## config.mk

```make
export PLATFORM = sky130hd
export DESIGN_NAME = example_rx_buffer
export DESIGN_NICKNAME = d
export VERILOG_FILES = /design/src/rtl/example_rx_pkg.sv /design/src/rtl/example_rx_fifo.sv /design/src/rtl/example_rx_buffer.sv
export SDC_FILE = /design/constraint.sdc
export NUM_CORES = 1
export LEC_CHECK = 0
export ABC_AREA = 1
export CORE_MARGIN = 2
export CORE_UTILIZATION = 50
export CTS_BUF_LIST = sky130_fd_sc_hd__clkbuf_16
export DETAILED_ROUTE_END_ITERATION = 12
export GPL_ROUTABILITY_DRIVEN = 0
export PLACE_DENSITY = 0.79
export SYNTH_ARGS = -nofsm -noshare
export SYNTH_HDL_FRONTEND = slang
export SYNTH_SLANG_ARGS = --single-unit
```

## constraint.sdc

```tcl
create_clock -name clk_i -period 2.2 [get_ports clk_i]
set_clock_uncertainty 0.1 [all_clocks]
set_input_delay 0.22 -clock clk_i [delete_from_list [all_inputs] [get_ports clk_i]]
set_output_delay 0.22 -clock clk_i [all_outputs]
set_load 0.02 [all_outputs]
```

## src/rtl/example_rx_pkg.sv

```systemverilog
// example_rx_pkg: shared constants, pointer-width helper and pointer type for
// the example_rx_buffer receive FIFO.
//   DROP_CNT_WIDTH : width of the optional saturating drop counter
//   ptr_width()    : pointer width for a given depth (index bits plus wrap bit)
//   ptr_t          : pointer type for the default depth
package example_rx_pkg;

    localparam int unsigned DROP_CNT_WIDTH = 16;
    localparam int unsigned DEFAULT_DEPTH  = 4;

    // One extra MSB distinguishes full from empty when the index bits match.
    function automatic int unsigned ptr_width(input int unsigned depth);
        return $clog2(depth) + 1;
    endfunction

    localparam int unsigned PTR_WIDTH = ptr_width(DEFAULT_DEPTH);

    typedef logic [PTR_WIDTH-1:0] ptr_t;

endpackage

```

## src/rtl/example_rx_fifo.sv

```systemverilog
// example_rx_fifo: storage array, read/write pointers and full/empty/level
// logic for the receive buffer. Reads are combinational from the head slot.
// Ports:
//   clk, rst      clock; synchronous active-high reset of the pointers
//   push, wdata   write wdata at the tail (caller guarantees !full || pop)
//   pop           advance the head (caller guarantees !empty)
//   rdata         word at the head slot (undefined content when empty)
//   full, empty   occupancy flags
//   level         occupancy 0..DEPTH
module example_rx_fifo
    import example_rx_pkg::*;
#(
    parameter int unsigned DATA_WIDTH = 8,
    parameter int unsigned DEPTH      = 4,
    localparam int unsigned PTR_W     = ptr_width(DEPTH)
) (
    input  logic                  clk,
    input  logic                  rst,
    input  logic                  push,
    input  logic                  pop,
    input  logic [DATA_WIDTH-1:0] wdata,
    output logic [DATA_WIDTH-1:0] rdata,
    output logic                  full,
    output logic                  empty,
    output logic [PTR_W-1:0]      level
);

    localparam int unsigned ADDR_W = PTR_W - 1;

    logic [DATA_WIDTH-1:0] mem [DEPTH];
    logic [PTR_W-1:0]      wr_ptr;
    logic [PTR_W-1:0]      rd_ptr;

    // Storage is deliberately not reset; the pointers alone define validity.
    always_ff @(posedge clk) begin
        if (push && !rst) begin
            mem[wr_ptr[ADDR_W-1:0]] <= wdata;
        end
    end

    always_ff @(posedge clk) begin
        if (rst) begin
            wr_ptr <= '0;
            rd_ptr <= '0;
        end else begin
            if (push) begin
                wr_ptr <= wr_ptr + PTR_W'(1);
            end
            if (pop) begin
                rd_ptr <= rd_ptr + PTR_W'(1);
            end
        end
    end

    assign empty = (wr_ptr == rd_ptr);
    assign full  = (wr_ptr[PTR_W-1] != rd_ptr[PTR_W-1]) &&
                   (wr_ptr[ADDR_W-1:0] == rd_ptr[ADDR_W-1:0]);
    assign level = wr_ptr - rd_ptr;
    assign rdata = mem[rd_ptr[ADDR_W-1:0]];

endmodule

```

## src/rtl/example_rx_buffer.sv

```systemverilog
// example_rx_buffer: receive-side buffer for a producer without backpressure.
// Strobed words are queued in a small FIFO and offered downstream through
// valid/ready. Words arriving while full (and not draining) are dropped and
// flagged in a sticky overflow bit.
// Ports:
//   clk_i, rst_i       clock; synchronous active-high reset
//   data_in_i          producer word, qualified by valid_in_i (single cycle)
//   data_o, valid_o    head word (forced to 0 when empty) and non-empty flag
//   ready_i            consumer accept; pop happens on valid_o && ready_i
//   level_o            occupancy 0..DEPTH
//   overflow_o         sticky drop flag, cleared by clr_ovf_i
//   drop_count_o       saturating drop counter, only when
//                      EXAMPLE_RX_BUFFER_STATS_EN is defined
module example_rx_buffer
    import example_rx_pkg::*;
#(
    parameter int unsigned DATA_WIDTH = 8,
    parameter int unsigned DEPTH      = 4
) (
    input  logic                       clk_i,
    input  logic                       rst_i,
    input  logic [DATA_WIDTH-1:0]      data_in_i,
    input  logic                       valid_in_i,
    output logic [DATA_WIDTH-1:0]      data_o,
    output logic                       valid_o,
    input  logic                       ready_i,
    output logic [$clog2(DEPTH):0]     level_o,
    output logic                       overflow_o,
    input  logic                       clr_ovf_i
`ifdef EXAMPLE_RX_BUFFER_STATS_EN
    ,
    output logic [DROP_CNT_WIDTH-1:0]  drop_count_o
`endif
);

    logic                  full;
    logic                  empty;
    logic                  push;
    logic                  pop;
    logic                  drop;
    logic [DATA_WIDTH-1:0] rdata;
    logic                  overflow_flag;

    // A pop frees a slot in the same cycle, so a full FIFO can still accept.
    assign pop  = !empty && ready_i;
    assign push = valid_in_i && (!full || pop);
    assign drop = valid_in_i && full && !pop;

    example_rx_fifo #(
        .DATA_WIDTH (DATA_WIDTH),
        .DEPTH      (DEPTH)
    ) u_fifo (
        .clk   (clk_i),
        .rst   (rst_i),
        .push  (push),
        .pop   (pop),
        .wdata (data_in_i),
        .rdata (rdata),
        .full  (full),
        .empty (empty),
        .level (level_o)
    );

    // A drop in the same cycle as a clear keeps the flag set.
    always_ff @(posedge clk_i) begin
        if (rst_i) begin
            overflow_flag <= 1'b0;
        end else if (drop) begin
            overflow_flag <= 1'b1;
        end else if (clr_ovf_i) begin
            overflow_flag <= 1'b0;
        end
    end

    assign overflow_o = overflow_flag;
    assign valid_o    = !empty;
    assign data_o     = empty ? '0 : rdata;

`ifdef EXAMPLE_RX_BUFFER_STATS_EN
    logic [DROP_CNT_WIDTH-1:0] drop_cnt;

    always_ff @(posedge clk_i) begin
        if (rst_i) begin
            drop_cnt <= '0;
        end else if (drop && (drop_cnt != '1)) begin
            drop_cnt <= drop_cnt + DROP_CNT_WIDTH'(1);
        end
    end

    assign drop_count_o = drop_cnt;
`endif

endmodule

```

==> impl_metrics.env, run 1 <==
export IMPL_status="completed"
export IMPL_netlist_area_leader_share=0.532
export IMPL_routed_wl_met2_um=1860
export IMPL_postSynthCellCount=168
export IMPL_rsz0062_at_grt="true"
export IMPL_post_cts_buffers=0
export IMPL_yosysWarnings=0
export IMPL_fill_cells=252
export IMPL_grt_pass1_wl_um=6190
export IMPL_regArea_um2=1140
export IMPL_timing_final_crit_share=0.980
export IMPL_p_sw_uw=657
export IMPL_crit_type="register to output port"
export IMPL_peakVddDrop_uv=627
export IMPL_final_area_um2=2320
export IMPL_p_seq_frac=0.374
export IMPL_sw_frac_of_total=0.276
export IMPL_die_y_um=64.1
export IMPL_p_comb_frac=0.237
export IMPL_total_leakage_power_uw=0.000958
export IMPL_synth_flop_cell="edfxtp_1"
export IMPL_max_cap_violations=0
export IMPL_place_hpwl_um=2440
export IMPL_pwr_density_cell_nw_per_um2=1030
export IMPL_met3_wirelength_um=216
export IMPL_io_pins=26
export IMPL_worstMarginPinSlew_ns=0.306
export IMPL_holdWs_ns=0.370
export IMPL_drtIter0Drc=61
export IMPL_drc=0
export IMPL_cts_tree="built"
export IMPL_top_layer_used="met4"
export IMPL_syn_area_um2=1810
export IMPL_async_reset_ff_frac=0
export IMPL_start_kind="register"
export IMPL_postRouteAntennaNets=0
export IMPL_initial_core_util=0.533
export IMPL_avgSynthCellArea_um2=10.7
export IMPL_cp_data_required_time_ns=1.88
export IMPL_grt_max_degree=17
export IMPL_clockBufferDepth=2
export IMPL_htreeDepth=2
export IMPL_clkPwrFrac=0.389
export IMPL_drive_above_1_share=0.159
export IMPL_critical_path_endpoint_type="output port"
export IMPL_report_final_slew_viol_count=0
export IMPL_r2r_setup_slack_ns=0.41
export IMPL_seq_area_frac_synth=0.632
export IMPL_area_growth_pct=28.3
export IMPL_finalSetupViolations=0
export IMPL_p_int_uw=1720
export IMPL_clk_pin_slew_ns=0.06
export IMPL_synth_area_leader_cell="edfxtp_1"
export IMPL_antenna_found_initial=0
export IMPL_vias_per_cell=5.15
export IMPL_n_antenna_cell=0
export IMPL_wl_met1_um=1500
export IMPL_drt_first_pass_iters=6
export IMPL_ys_top_cells_by_area="edfxtp_1, dfxtp_1, nor2_1, ha_1, o21ai_0"
export IMPL_syn_nets=189
export IMPL_cp_max_fo=8
export IMPL_multiInputGateArea_um2=564
export IMPL_maxClockFrequency_mhz=464
export IMPL_dpl_instance_area_um2=2160
export IMPL_grtUsageTotal=0.203
export IMPL_num_vias=1308
export IMPL_clk_latency_ns=0.28
export IMPL_ys_ff_latch=41
export IMPL_ys_top_cells_by_count="nor2_1, edfxtp_1, inv_1"
export IMPL_io_buffers=25
export IMPL_synth_edff_count=32
export IMPL_finalCriticalPeriod_ns=2.16
export IMPL_overflow=0
export IMPL_routedWlPerCell_um=14.4
export IMPL_fin_nets=228
export IMPL_hold_viol_final=0
export IMPL_holdCritPathClass="register to register"
export IMPL_critical_path_arrival_ns=1.84
export IMPL_synth_most_common_cell="nor2_1"
export IMPL_relSlewSlack=0.796
export IMPL_placementRows=21
export IMPL_die_area_um2=4110
export IMPL_fin_util=0.684
export IMPL_root_buffer="clkbuf_16"
export IMPL_cts_buffers=5
export IMPL_core_area_um2=3390
export IMPL_grt_pass1_vias=1329
export IMPL_cts_sinks=41
export IMPL_die_w_um=64.1
export IMPL_synth_distinct_cells=20
export IMPL_finalWirelength_um=3660
[power groups by stage]
stage | Combinational, uW | Sequential, uW | Clock, uW
after floorplan | 350 | 899 | 0
after global placement | 600 | 902 | 0
after detailed placement | 618 | 905 | 0
after CTS | 573 | 889 | 932
after global routing | 624 | 893 | 966
final | 563 | 889 | 926
[layout by cell type, fill, tap and decap left out]
master / Yosys / final
edfxtp_1: 32 / 32
bufinv_16: 0 / 2
clkinv_2: 0 / 1
clkbuf_16: 0 / 5
dlygate4sd2_1: 0 / 5
nand2_2: 3 / 3
a21oi_1: 13 / 13
o21ai_0: 16 / 16
nor2_2: 1 / 1
clkdlybuf4s50_1: 0 / 14
clkbuf_2: 1 / 6
nand3_1: 6 / 6
nand2_1: 10 / 10
buf_4: 0 / 11
fa_1: 1 / 1
xor2_1: 3 / 3
ha_1: 7 / 7
nor2_1: 41 / 41
inv_1: 17 / 17
nand3_2: 2 / 2
inv_2: 1 / 1
nand2_4: 1 / 1
nand3b_1: 1 / 1
dfxtp_1: 9 / 9
[stage by stage]
step / instances / setup TNS [ns] / worst slack (ns) / power [uW]
6_report: 254 / 0 / 0.0434 / 2380
5_1_grt: 254 / -0.0959 / -0.0489 / 2480
4_1_cts: 254 / 0 / 0.00583 / 2390
3_5_place_dp: 246 / 0 / 0.0542 / 1520
3_3_place_gp: 246 / 0 / 0.125 / 1500
2_1_floorplan: 168 / 0 / 0.310 / 1250
[registers in the layout, summed over array words and instances, names as in the netlist, named ones only]
name / cells
u_fifo.mem: 32
u_fifo.wr_ptr: 3
overflow_o: 1
u_fifo.rd_ptr: 3
[area by class of cell]
type | instances | area share
sequential | 41 | 0.492
multi-input combinational | 105 | 0.244
timing repair buffer | 36 | 0.128
clock buffer | 5 | 0.0540
inverter | 18 | 0.0292
clock inverter | 3 | 0.0281
tap | 46 | 0.0248
[layer usage]
layer	vias to the layer above	track usage
met3	12	0.0669
met2	49	0.348
met1	607	0.235
met4	0	0.0824
met5	-	0
li1	640	-
[repair_timing]
item                       in CTS  in global routing
hold endpoints to repair        0                  0
hold buffers                    0                  0
setup endpoints to repair      11                  8
resized for setup              11                 12
[path summary, 6_finish.rpt]
path                    start  cells after the start          endpoint
max          u_fifo.rd_ptr[1]                      8         data_o[1]
min reg2reg        overflow_o                      2        overflow_o
min                overflow_o                      2        overflow_o
max reg2reg  u_fifo.rd_ptr[1]                      8  u_fifo.mem[1][4]
[cell families after synthesis]
kind of cell	synth area share
XOR/XNOR	0.0146
flip-flops	0.632
buffers and inverters	0.0554
AO/OA/AOI/OAI	0.0804
AND/OR/NAND/NOR	0.158
adder cells (fa/ha/maj)	0.0596
[critical path: stages (launching register included)]
cell and delay [ns]:
dfxtp_1 0.35, inv_1 0.07, ha_1 0.30, nand2_1 0.08
inv_1 0.05, nand3_2 0.06, inv_1 0.14, a21oi_1 0.16
dlygate4sd2_1 0.34
(Power assumes the default switching activity.)
==> inputs of run 2 (changes only) <==
CORE_UTILIZATION = 49   (was 50)
PLACE_DENSITY = 0.78   (was 0.79)
==> impl_metrics.env, run 2 (same netlist as run 1, synthesis figures left out) <==
export IMPL_area_growth_pct=27.2
export IMPL_report_final_slew_viol_count=0
export IMPL_drive_above_1_share=0.149
export IMPL_post_cts_buffers=0
export IMPL_grt_pass1_vias=1267
export IMPL_top_layer_used="met4"
export IMPL_worstReg2RegStart="u_fifo.wr_ptr[0]"
export IMPL_wl_met1_um=1440
export IMPL_min_from="overflow_o"
export IMPL_drtIter0Drc=61
export IMPL_grt_pass1_wl_um=5680
export IMPL_pre_cts_slack_ns=0.0704
export IMPL_cts_tree="built"
export IMPL_routed_wl_met2_um=1810
export IMPL_core_area_um2=3610
export IMPL_final_common_cell="nor2_1"
export IMPL_clk_latency_ns=0.28
export IMPL_critical_path_startpoint="u_fifo.wr_ptr[0]"
export IMPL_clockBufferDepth=2
export IMPL_cts_hold_buf=0
export IMPL_placementRows=22
export IMPL_max_cap_violations=0
export IMPL_status="completed"
export IMPL_fill_cells=271
export IMPL_num_vias=1267
export IMPL_clk_pin_slew_ns=0.05
export IMPL_maxClockFrequency_mhz=473
export IMPL_initial_core_util=0.501
export IMPL_critical_path_arrival_ns=1.79
export IMPL_holdCritPathClass="register to register"
export IMPL_holdWs_ns=0.374
export IMPL_rsz0062_at_grt="true"
export IMPL_overflow=0
export IMPL_cp_max_fo=8
export IMPL_finalWirelength_um=3480
export IMPL_finalCriticalPeriod_ns=2.11
export IMPL_relSlewSlack=0.787
export IMPL_hold_viol_final=0
export IMPL_cts_sinks=41
export IMPL_die_y_um=64.7
export IMPL_cp_data_required_time_ns=1.88
export IMPL_io_pins=26
export IMPL_htreeDepth=2
export IMPL_fin_ws_ns=0.0859
export IMPL_drt_first_pass_iters=4
export IMPL_fin_nets=228
export IMPL_routedWlPerCell_um=13.6
export IMPL_vias_per_cell=4.95
export IMPL_cts_buffers=5
export IMPL_grtUsageTotal=0.191
export IMPL_crit_type="register to output port"
export IMPL_peakVddDrop_uv=542
export IMPL_total_leakage_power_uw=0.000949
export IMPL_final_cell_mix="nor2_1, edfxtp_1, inv_1, o21ai_0, clkdlybuf4s50_1"
export IMPL_largest_register_ff_count=32
export IMPL_critical_path_endpoint_type="output port"
export IMPL_drc=0
export IMPL_place_hpwl_um=2470
export IMPL_antenna_found_initial=0
export IMPL_met3_wirelength_um=181
export IMPL_timing_final_crit_share=0.961
export IMPL_postRouteAntennaNets=0
export IMPL_grt_max_degree=17
export IMPL_io_buffers=25
export IMPL_n_antenna_cell=0
export IMPL_die_w_um=64.7
export IMPL_die_area_um2=4190
export IMPL_finalSetupViolations=0
export IMPL_root_buffer="clkbuf_16"
export IMPL_pwr_density_cell_nw_per_um2=968
export IMPL_start_kind="register"
export IMPL_tns_ns=0
export IMPL_dpl_instance_area_um2=2170
export IMPL_worstMarginPinSlew_ns=0.318
export IMPL_final_area_um2=2300
-- run 2: changes by cell type in the layout (fill, tap and decap cells not counted) --
cell,before,now
bufinv_16,2,1
clkbuf_2,6,5
clkinv_1,0,1
clkinv_2,1,0
dfxtp_1,9,8
dfxtp_2,0,1
dlygate4sd2_1,5,6
inv_1,17,18
-- run 2: final timing paths --
kind                       to  slack, ns  depth (start not counted)
min                overflow_o       0.37                          2
min reg2reg        overflow_o       0.37                          2
max                 data_o[6]       0.09                          8
max reg2reg  u_fifo.mem[3][3]       0.41                          8
-- run 2: layout make-up --
type | instances | area, um2 | share of cell area
sequential | 41 | 1140 | 0.497
multi-input combinational | 105 | 564 | 0.246
timing repair buffer | 36 | 300 | 0.131
clock buffer | 5 | 125 | 0.0545
inverter | 18 | 67.6 | 0.0294
tap | 48 | 60.1 | 0.0261
clock inverter | 3 | 37.5 | 0.0163
-- run 2: timing repair --
item | 4_1_cts | 5_1_grt
pin swaps | 0 | 0
gates resized for setup | 11 | 11
endpoints found under the setup margin | 11 | 8
-- run 2: metrics by stage --
stage / util / instances / total power, uW
floorplan: - / 168 / 1250
global placement: 0.601 / 248 / 1500
detailed placement: 0.601 / 248 / 1520
CTS: 0.642 / 256 / 2250
global route: 0.637 / 256 / 2340
finish: 0.637 / 256 / 2220
-- run 2: routing by layer --
metal,GRT usage,vias up
met5,0,-
met4,0.0638,0
met3,0.0764,4
met2,0.327,29
met1,0.216,596
li1,-,638
-- run 2: worst max-delay path, cell delays in order (launching register included) --
cell and delay [ns]:
dfxtp_1 0.32, inv_1 0.06, ha_1 0.28, nand2_1 0.09, inv_1 0.06, nand3_2 0.06, inv_1 0.14, a21oi_1 0.16
dlygate4sd2_1 0.35
-- run 2: power by group --
group	leakage, uW	internal, uW	total [uW]	switching (uW)
logic	0.000502	208	543	335
clock network	0.0000826	526	784	258
registers	0.000365	869	896	26.7
==> inputs of run 3 (changes only) <==
SETUP_SLACK_MARGIN = 0.1   (was default)
==> impl_metrics.env, run 3 (same netlist as run 1, synthesis figures left out) <==
export IMPL_cts_hold_buf=0
export IMPL_overflow=0
export IMPL_slowest_delay_ns=0.31
export IMPL_reg2reg_to="u_fifo.mem[3][7]"
export IMPL_cts_tree="built"
export IMPL_drive_above_1_share=0.224
export IMPL_cp_data_required_time_ns=1.88
export IMPL_final_cell_mix="nor2_1, edfxtp_1, inv_1, o21ai_0, clkdlybuf4s50_1"
export IMPL_report_final_slew_viol_count=0
export IMPL_total_leakage_power_uw=0.000953
export IMPL_start_kind="register"
export IMPL_crit_type="register to output port"
export IMPL_clockBufferDepth=2
export IMPL_core_area_um2=3610
export IMPL_met2_usage=0.331
export IMPL_crit_chain="inv_1 -> ha_4 -> nand2_2 -> inv_2 -> nand3_4 -> clkinvlp_4 -> buf_6 -> a21oi_2 -> buf_4"
export IMPL_clk_latency_ns=0.28
export IMPL_finalCriticalPeriod_ns=2.02
export IMPL_grtUsageTotal=0.190
export IMPL_cts_buffers=5
export IMPL_largest_register_ff_count=32
export IMPL_tns_ns=0
export IMPL_initial_core_util=0.501
export IMPL_power_uw=2310
export IMPL_n_antenna_cell=0
export IMPL_drc=0
export IMPL_routedWlPerCell_um=14.3
export IMPL_postRouteAntennaNets=0
export IMPL_finalSetupViolations=0
export IMPL_max_cap_violations=0
export IMPL_r2r_setup_slack_ns=0.45
export IMPL_cp_slowest_cell="dfxtp_2"
export IMPL_peakVddDrop_uv=548
export IMPL_io_pins=26
export IMPL_hold_viol_final=0
export IMPL_pwr_density_cell_nw_per_um2=977
export IMPL_drtIter0Drc=54
export IMPL_cp_max_fo=8
export IMPL_clk_pin_slew_ns=0.05
export IMPL_fin_util=0.657
export IMPL_place_hpwl_um=2470
export IMPL_critical_path_endpoint_type="output port"
export IMPL_die_w_um=64.7
export IMPL_htreeDepth=2
export IMPL_path_depth=9
export IMPL_io_buffers=25
export IMPL_worstReg2RegStart="u_fifo.wr_ptr[0]"
export IMPL_relSlewSlack=0.719
export IMPL_critical_path_arrival_ns=1.70
export IMPL_hold_depth=2
export IMPL_reg2reg_depth=8
export IMPL_cp_top_family="buffers and inverters"
export IMPL_die_area_um2=4190
export IMPL_rsz0062_at_grt="false"
export IMPL_antenna_found_initial=0
export IMPL_cts_sinks=41
export IMPL_worstMarginPinSlew_ns=0.422
export IMPL_grt_max_degree=17
export IMPL_grt_pass1_vias=1262
export IMPL_grt_pass1_wl_um=5650
export IMPL_root_buffer="clkbuf_16"
export IMPL_worst_path_buf_inv=5
export IMPL_area_growth_pct=31.2
export IMPL_hold_end="overflow_o"
export IMPL_die_y_um=64.7
export IMPL_fin_nets=230
export IMPL_holdCritPathClass="register to register"
export IMPL_timing_final_crit_share=0.917
export IMPL_placementRows=22
export IMPL_final_common_cell="nor2_1"
export IMPL_num_vias=1309
export IMPL_status="completed"
export IMPL_drt_first_pass_iters=4
export IMPL_min_from="overflow_o"
export IMPL_grtUsageMet3=0.0764
export IMPL_grt_busiest_layer="met2"
export IMPL_maxClockFrequency_mhz=496
export IMPL_finalWirelength_um=3700
export IMPL_vias_per_cell=5.07
export IMPL_use_met1=0.210
run 3: cell types whose count changed in the layout (fill, tap and decap cells not counted), moves of 3 or more:
cell,before,now
dfxtp_2,1,4
dlygate4sd2_1,6,2
dfxtp_1,8,5
a21oi_2,0,3
buf_2,0,6
a21oi_1,13,10
clkbuf_2,5,0
run 3: final cells by class:
cell class	instances	area, um2
clock buffers	5	125
clock inverters	3	37.5
fillers	265	1240
inverters	18	71.3
multi-input cells	105	611
flip-flops and latches	41	1150
well taps	48	60.1
repair buffers	38	318
run 3: layer usage:
layer,share of wire,wire length (um)
met1,0.40,1500
met2,0.53,1970
met3,0.050,185
met4,0.013,48
met5,0,0
run 3: where the power goes:
group	internal [uW]	switching, uW
clock	526	261
sequential	870	29.8
combinational	257	371
total	1650	662
run 3: what timing repair did:
| item | 4_1_cts | 5_1_grt |
|---|---|---|
| setup buffers | 0 | 2 |
| resized for setup | 35 | 18 |
| pin swaps | 0 | 2 |
| setup endpoints to repair | 11 | 9 |
run 3: how the worst max path moves through the flow:
stage                     startpoint                to  slack (ns)
floorplan           u_fifo.wr_ptr[0]  u_fifo.mem[0][0]        0.31
global placement    u_fifo.wr_ptr[0]         data_o[2]        0.13
detailed placement  u_fifo.wr_ptr[0]         data_o[0]        0.07
CTS                 u_fifo.wr_ptr[0]         data_o[0]        0.04
global route                register         data_o[0]        0.09
finish              u_fifo.wr_ptr[0]         data_o[3]        0.18
run 3: per-stage QoR:
stage / setup slack (ns) / area, um2 / std cells / hold slack [ns]
2_1_floorplan: 0.310 / 1810 / 168 / 0.189
3_5_place_dp: 0.0704 / 2170 / 248 / 0.367
3_3_place_gp: 0.126 / 2170 / 248 / 0.354
5_1_grt: 0.0923 / 2370 / 258 / 0.409
4_1_cts: 0.0434 / 2290 / 256 / 0.374
6_report: 0.183 / 2370 / 258 / 0.373
run 3: worst reg2reg max path: stages, from the launching register on:
cell and delay, ns:
dfxtp_2 0.32, inv_1 0.07, ha_4 0.27, nand2_2 0.05, nor2_1 0.25, nand2_4 0.11, nand3_2 0.10, nor2_1 0.05
buf_4 0.17
